--- config.mk ---
export PLATFORM = sky130hd
export DESIGN_NAME = alu_pipe
export DESIGN_NICKNAME = d
export VERILOG_FILES = /design/src/rtl/alu_pkg.sv /design/src/rtl/alu_shift_serial.sv /design/src/rtl/alu_pipe.sv
export SDC_FILE = /design/constraint.sdc
export NUM_CORES = 1
export LEC_CHECK = 0
export CELL_PAD_IN_SITES_DETAIL_PLACEMENT = 1
export CELL_PAD_IN_SITES_GLOBAL_PLACEMENT = 1
export CORE_MARGIN = 4
export CORE_UTILIZATION = 25
export CTS_BUF_LIST = sky130_fd_sc_hd__clkbuf_8
export DETAILED_ROUTE_END_ITERATION = 10
export PLACE_DENSITY = 0.57
export SLEW_MARGIN = 20
export SYNTH_ARGS = -nofsm -noshare
export SYNTH_HDL_FRONTEND = slang
export SYNTH_HIERARCHICAL = 1
export SYNTH_SLANG_ARGS = --single-unit
--- constraint.sdc ---
create_clock -name clk_i -period 9.7 [get_ports clk_i]
set_clock_uncertainty 0.05 [all_clocks]
set_input_delay 0.97 -clock clk_i [delete_from_list [all_inputs] [get_ports clk_i]]
set_output_delay 0.97 -clock clk_i [all_outputs]
set_load 0.01 [all_outputs]
--- src/rtl/alu_pkg.sv ---
// rtl/alu_pkg.sv - shared op codes, FSM state encodings and helpers for alu_pipe
package alu_pkg;

    localparam int ALU_OP_W = 4;

    localparam logic [ALU_OP_W-1:0] ALU_OP_ADD  = 4'd0;
    localparam logic [ALU_OP_W-1:0] ALU_OP_SUB  = 4'd1;
    localparam logic [ALU_OP_W-1:0] ALU_OP_AND  = 4'd2;
    localparam logic [ALU_OP_W-1:0] ALU_OP_OR   = 4'd3;
    localparam logic [ALU_OP_W-1:0] ALU_OP_XOR  = 4'd4;
    localparam logic [ALU_OP_W-1:0] ALU_OP_SLT  = 4'd5;
    localparam logic [ALU_OP_W-1:0] ALU_OP_SLTU = 4'd6;
    localparam logic [ALU_OP_W-1:0] ALU_OP_SLL  = 4'd7;
    localparam logic [ALU_OP_W-1:0] ALU_OP_SRL  = 4'd8;
    localparam logic [ALU_OP_W-1:0] ALU_OP_SRA  = 4'd9;

    typedef enum logic {
        ALU_ST_IDLE  = 1'b0,
        ALU_ST_SHIFT = 1'b1
    } alu_state_t;

    function automatic logic is_shift_op(input logic [ALU_OP_W-1:0] op);
        return (op == ALU_OP_SLL) || (op == ALU_OP_SRL) || (op == ALU_OP_SRA);
    endfunction

endpackage

--- src/rtl/alu_shift_serial.sv ---
// rtl/alu_shift_serial.sv - one-bit-per-cycle shifter: work register, down counter, latched direction
module alu_shift_serial
    import alu_pkg::*;
#(
    parameter int WIDTH = 64,
    localparam int SHW = $clog2(WIDTH)
) (
    input  logic                clk,
    input  logic                reset,
    input  logic                start,
    input  logic [ALU_OP_W-1:0] op,
    input  logic [WIDTH-1:0]    data,
    input  logic [SHW-1:0]      shamt,
    output logic                done,
    output logic [WIDTH-1:0]    result
);

    logic [WIDTH-1:0]    work;
    logic [SHW-1:0]      cnt;
    logic [ALU_OP_W-1:0] kind;

    // result is the work register after this cycle's one-bit step
    always_comb begin
        result = {1'b0, work[WIDTH-1:1]};
        case (kind)
            ALU_OP_SLL: result = {work[WIDTH-2:0], 1'b0};
            ALU_OP_SRA: result = {work[WIDTH-1], work[WIDTH-1:1]};
            default:    result = {1'b0, work[WIDTH-1:1]};
        endcase
    end

    assign done = (cnt == SHW'(1));

    always_ff @(posedge clk) begin
        if (reset) begin
            work <= '0;
            cnt  <= '0;
            kind <= ALU_OP_SRL;
        end else if (start) begin
            work <= data;
            cnt  <= shamt;
            kind <= op;
        end else if (cnt != '0) begin
            work <= result;
            cnt  <= cnt - SHW'(1);
        end
    end

endmodule

--- src/rtl/alu_pipe.sv ---
// rtl/alu_pipe.sv - handshaked registered ALU; ALU_BARREL_SHIFT_EN selects single-cycle shifts
module alu_pipe
    import alu_pkg::*;
#(
    parameter int WIDTH = 64,
    localparam int SHW = $clog2(WIDTH)
) (
    input  logic                clk_i,
    input  logic                reset_i,
    input  logic                valid_i,
    output logic                ready_o,
    input  logic [ALU_OP_W-1:0] op_i,
    input  logic [WIDTH-1:0]    inA_i,
    input  logic [WIDTH-1:0]    inB_i,
    output logic                valid_o,
    input  logic                ready_i,
    output logic [WIDTH-1:0]    out_o,
    output logic                zero_o
);

    logic [SHW-1:0]   shamt;
    logic [WIDTH-1:0] alu_res;
    logic [WIDTH-1:0] load_val;
    logic             accept;
    logic             load;

    assign shamt  = inB_i[SHW-1:0];
    assign accept = valid_i && ready_o;

    always_comb begin
        alu_res = '0;
        case (op_i)
            ALU_OP_ADD:  alu_res = inA_i + inB_i;
            ALU_OP_SUB:  alu_res = inA_i - inB_i;
            ALU_OP_AND:  alu_res = inA_i & inB_i;
            ALU_OP_OR:   alu_res = inA_i | inB_i;
            ALU_OP_XOR:  alu_res = inA_i ^ inB_i;
            ALU_OP_SLT:  alu_res = {{(WIDTH-1){1'b0}}, ($signed(inA_i) < $signed(inB_i))};
            ALU_OP_SLTU: alu_res = {{(WIDTH-1){1'b0}}, (inA_i < inB_i)};
`ifdef ALU_BARREL_SHIFT_EN
            ALU_OP_SLL:  alu_res = inA_i << shamt;
            ALU_OP_SRL:  alu_res = inA_i >> shamt;
            ALU_OP_SRA:  alu_res = $unsigned($signed(inA_i) >>> shamt);
`else
            // only reaches the output when shamt is zero; otherwise the serial unit takes over
            ALU_OP_SLL, ALU_OP_SRL, ALU_OP_SRA: alu_res = inA_i;
`endif
            default:     alu_res = '0;
        endcase
    end

`ifdef ALU_BARREL_SHIFT_EN
    assign ready_o  = !valid_o || ready_i;
    assign load     = accept;
    assign load_val = alu_res;
`else
    alu_state_t       state;
    logic             shift_start;
    logic             shift_done;
    logic [WIDTH-1:0] shift_result;

    assign ready_o     = (state == ALU_ST_IDLE) && (!valid_o || ready_i);
    assign shift_start = accept && is_shift_op(op_i) && (shamt != '0);
    assign load        = (accept && !shift_start) || ((state == ALU_ST_SHIFT) && shift_done);
    assign load_val    = (state == ALU_ST_SHIFT) ? shift_result : alu_res;

    alu_shift_serial #(.WIDTH(WIDTH)) u_shift (
        .clk    (clk_i),
        .reset  (reset_i),
        .start  (shift_start),
        .op     (op_i),
        .data   (inA_i),
        .shamt  (shamt),
        .done   (shift_done),
        .result (shift_result)
    );

    always_ff @(posedge clk_i) begin
        if (reset_i) begin
            state <= ALU_ST_IDLE;
        end else begin
            case (state)
                ALU_ST_IDLE:  if (shift_start) state <= ALU_ST_SHIFT;
                ALU_ST_SHIFT: if (shift_done)  state <= ALU_ST_IDLE;
                default:      state <= ALU_ST_IDLE;
            endcase
        end
    end
`endif

    // a freshly loaded result wins over the drain of the previous one
    always_ff @(posedge clk_i) begin
        if (reset_i) begin
            valid_o <= 1'b0;
            out_o   <= '0;
            zero_o  <= 1'b1;
        end else if (load) begin
            valid_o <= 1'b1;
            out_o   <= load_val;
            zero_o  <= (load_val == '0);
        end else if (valid_o && ready_i) begin
            valid_o <= 1'b0;
        end
    end

endmodule

# Word level (Yosys, flattened, before mapping)
# Index checks and enable logic that the tools add are counted.
[op_classes]
add_sub_neg = 3
magnitude_cmp = 2
n_eq_ne = 12
muxes = 12
bitwise = 4
n_reduce_logical = 20
[op_table]
columns = ["op", "n"]
rows = [
  ["64-bit one-hot mux with 8 select lines", 1],
  ["64-bit 2-to-1 mux", 3],
  ["64-bit < comparator", 2],
  ["64-bit one-hot mux with 2 select lines", 1],
  ["64-bit adder", 1],
  ["64-bit AND", 1],
  ["64-bit zero test", 1],
  ["64-bit bitwise OR", 1],
  ["64-bit subtractor", 1],
  ["64-bit XOR", 1],
  ["4-bit by 3-bit equality test with 1-bit output, second input constant", 5],
  ["4-bit equality test, second input constant", 3],
  ["6-bit 2-to-1 mux", 2],
  ["6-bit nonzero test", 2],
  ["4-bit by 2-bit equality test with 1-bit output, second input constant", 2],
  ["1-bit logical AND", 7],
  ["6-bit by 1-bit equality test with 1-bit output, second input constant", 1],
  ["6-bit by 1-bit subtractor with 6-bit output, second input constant", 1],
  ["4-bit by 1-bit equality test with 1-bit output, second input constant", 1],
  ["4-bit zero test", 1],
  ["1-bit logical OR", 4],
  ["1-bit 2-to-1 mux", 4],
  ["2-bit nonzero test", 2],
  ["3-bit OR reduction", 1],
  ["3 further kinds", 4],
]
[totals]
reg_bits = 141
input_bits = 136
out_inout_bits = 67
wordCells = 60

# Depth between registers and ports, before layout
[depth]
depth_word = 10
mapped_depth = 17
depth_no_buf = 17

# Cells and area by module
# The synthesis kept the hierarchy.
[modules_own_cells]
columns = ["module", "instances", "cells_each", "area_each_um2", "seq_area_each_um2"]
rows = [
  ["alu_pipe", 1, 2418, 16002.8, 1341.3],
  ["alu_shift_serial", 1, 496, 4498.1, 1481.4],
]

# Worst setup path before layout
# Ideal clock, no wire load.
[synth_path]
path_kind = "in2reg"
from = "input port inB_i[2]"
to = "register zero_o"
setup_time_ns = 0.059
arrival_ns = 4.259
required_ns = 9.591
setup_slack_ns = 5.332
path_stages = 16
n_path_buf = 1
path_cell_list = "inv_1 > ha_1 > buf_6 > nand2b_4 > a2111o_1 > a31oi_4 > o21ai_0 > a2111oi_0 > nor3_1 > xnor2_1 > a21oi_1 > nand3_1 > or4_1 > nor4_1 > and4b_1 > a41o_1"
[synth_via]
elab_chain_cells = 5
elab_cells_between_ends = 15
classes_between = "add/sub (2); order compare (2); mux (2); bitwise (3); reduce/logical (6)"
[synth_lines]
columns = ["item", "line", "source"]
rows = [
  ["start: declaration", "alu_pipe.sv:14", "input logic [WIDTH-1:0] inB_i,"],
  ["branches (longest 5 deep; another with 64-bit subtractor)", "n/a", ""],
  ["end signal: assignment", "alu_pipe.sv:100", "zero_o <= (load_val == '0);"],
  ["end: declaration", "alu_pipe.sv:18", "output logic zero_o"],
]
# Several ways; the timed one is not identified.
# A chain may end at the register's enable or synchronous reset.

# Worst setup path in the final report
[layout_path]
from = "input port op_i[2]"
to = "register zero_o"
[layout_via]
elab_chain_cells = 8
elab_cells_between_ends = 21
classes_between = "eq/ne (9); mux (2); reduce/logical (10)"
[layout_lines]
columns = ["item", "line", "source"]
rows = [
  ["start: declaration", "alu_pipe.sv:12", "input logic [ALU_OP_W-1:0] op_i,"],
  ["branches (longest 8 deep; another with 64-bit one-hot mux with 8 select lines)", "n/a", ""],
]
# Several ways; the timed one is not identified.

==> out/metrics.csv <==
metric;value;unit
hpwlAfterDp;97400;um
num_rows;104;
startpoint_type;primary input;
grt_pass1_wl;178000;um
ys_types;111;
cts_resized;0;
internal-power;1.35;mW
timing.slew.headroom;0.174;
area_delta_synth_final;15.3;%
required;10210;ps
cp.arrival;6800;ps
setup_ws;3410;ps
p_sw;1.53;mW
die_area;86600;sq um
finalHoldViolCount;0;
root_buffer;clkbuf_8;
switching_share;0.532;
power.share.sequential;0.245;
coreArea;80900;sq um
clock_latency;600;ps
synth-edff-count;0;
mostFrequentLayoutCells;nor2_1 (323), nand2_1 (290), a21oi_1 (266), ha_1 (205), inv_1 (201);
grt_usage;0.277;
async_reset_ff_frac;0;
syn_avg_cell_area;7.04;sq um
cts_buffer_depth;2;
synth_ff_type;dfxtp_1;
clkTransAtPathRegs;120;ps
drive_above_1_share;0.0756;
tightest_slew;1230;ps
wl_per_cell;30.9;um
fin_setup_tns;0;ps
num_vias;24700;
numCtsBuffers;17;
critPathMaxFanout;39;
io_buffers;202;
setup_viol;0;
irDropWorstVdd;0.000107;V
end_kind;register;
die_h;294;um
combPwrFrac;0.559;
drtIter0Drc;2546;
drc;0;
gp_congestion;0.975;
via_per_inst;6.13;
fmax;0.159;GHz
antenna_found_initial;5;
status;finished clean;
cts_setup_buffers;0;
cts_tree;built;
cap_violations;0;
routed_wl;125000;um
start_util;0.253;
drt_pre_antenna_iters;6;
power_density;122;nW/um^2
instances_no_fill;4040;
ys_seq_elements;141;
overflow;0;
min_path_cells;2;
p_leak;9.09;nW
crit_type;primary input to register;
ys_seq_area_frac;0.138;
placed_cells;4004;
syn_area;20500;sq um
grt_max_degree;83;
final_nets;3307;
cts.sinks;141;
layout_commonest_cell;nor2_1;
ff2ff_path_depth;14;
rsz0062_at_grt;no;
ios;203;
grt_pass1_vias;24600;
preCtsSetupSlack;2720;ps
die_w;294;um
synth_nets;3257;
final-max-slew-violation-count;0;
htreeDepth;4;
synthCells;2914;
ant_nets;0;
ys.warnings.count;6;
hold_class;register to register;
hold_buffers;0;
period_share;0.649;
layout_min_cycle_time;6290;ps
clkPwrFrac;0.196;
==> through the flow <==
step / hold WS, ps / util / cell area (sq um) / total power, mW
4_1_cts: 413 / 0.292 / 23600 / 2.84
5_1_grt: 431 / 0.292 / 23600 / 3.01
6_report: 411 / 0.292 / 23600 / 2.88
3_3_place_gp: 392 / 0.287 / 23200 / 2.24
3_5_place_dp: 400 / 0.287 / 23200 / 2.26
2_1_floorplan: 421 / - / 20500 / 1.66
==> worst max-delay path: stages <==
cell	delay [ps]
clkdlybuf4s50_1	960
and4b_1	540
a21o_2	470
buf_4	470
a22o_1	360
a221oi_1	720
o21ai_0	200
a222oi_1	500
o2111ai_1	200
nor4_1	440
nand4_1	170
nor4_1	280
and4b_1	240
a41o_1	180
==> registers in the layout (all words and copies together), names as in the netlist <==
| signal | cells |
|---|---|
| out_o | 64 |
| state | 1 |
| u_shift/cnt | 6 |
| u_shift/kind | 4 |
| u_shift/work | 64 |
| valid_o | 1 |
| zero_o | 1 |
==> layer usage <==
layer | global-route usage | share of wire | up-vias
met5 | 0 | 0 | -
met2 | 0.446 | 0.45 | 1039
met3 | 0.0349 | 0.066 | 126
li1 | - | - | 10900
met1 | 0.394 | 0.46 | 12700
met4 | 0.0640 | 0.022 | 0
==> Yosys cell counts (56+ instances only) <==
| master | number | area share |
|---|---|---|
| a211oi_1 | 56 | 0.021 |
| a21oi_1 | 267 | 0.065 |
| a221o_1 | 75 | 0.037 |
| clkbuf_1 | 127 | 0.023 |
| dfxtp_1 | 141 | 0.14 |
| ha_1 | 205 | 0.13 |
| inv_1 | 201 | 0.037 |
| mux2_2 | 67 | 0.037 |
| nand2_1 | 291 | 0.053 |
| nor2_1 | 327 | 0.060 |
| nor3_1 | 57 | 0.014 |
| nor3b_1 | 71 | 0.026 |
| nor4_1 | 57 | 0.017 |
| o21ai_0 | 140 | 0.034 |
==> power by group through the flow <==
stage	registers [mW]	logic [mW]	clock network (mW)
floorplan	0.698	0.958	0
CTS	0.702	1.56	0.585
detailed placement	0.715	1.55	0
finish	0.706	1.61	0.566
global route	0.712	1.70	0.600
global placement	0.712	1.53	0
==> cell families after synthesis <==
group / after synthesis / synth area share
AO/OA/AOI/OAI: 983 / 0.340
XOR/XNOR: 35 / 0.0150
AND/OR/NAND/NOR: 1040 / 0.249
multiplexers: 84 / 0.0451
buffers and inverters: 424 / 0.0870
flip-flops: 141 / 0.138
adder cells (fa/ha/maj): 207 / 0.127
==> layout make-up <==
type / instances / area [sq um]
antenna: 3 / 7.51
inverter: 208 / 781
clock inverter: 15 / 171
tap: 1060 / 1330
clock buffer: 17 / 234
fill: 9971 / 57300
timing repair buffer: 247 / 2370
multi-input combinational: 2349 / 15900
sequential: 141 / 2820
==> worst paths after layout <==
| path | startpoint | endpoint | slack [ps] |
|---|---|---|---|
| worst min register to register | out_o[56] | out_o[56] | 410 |
| worst max register to register | u_shift/kind[3] | zero_o | 4250 |
| worst min-delay path | out_o[56] | out_o[56] | 410 |
| worst max-delay path | op_i[2] | zero_o | 3410 |
(Power assumes the default switching activity.)
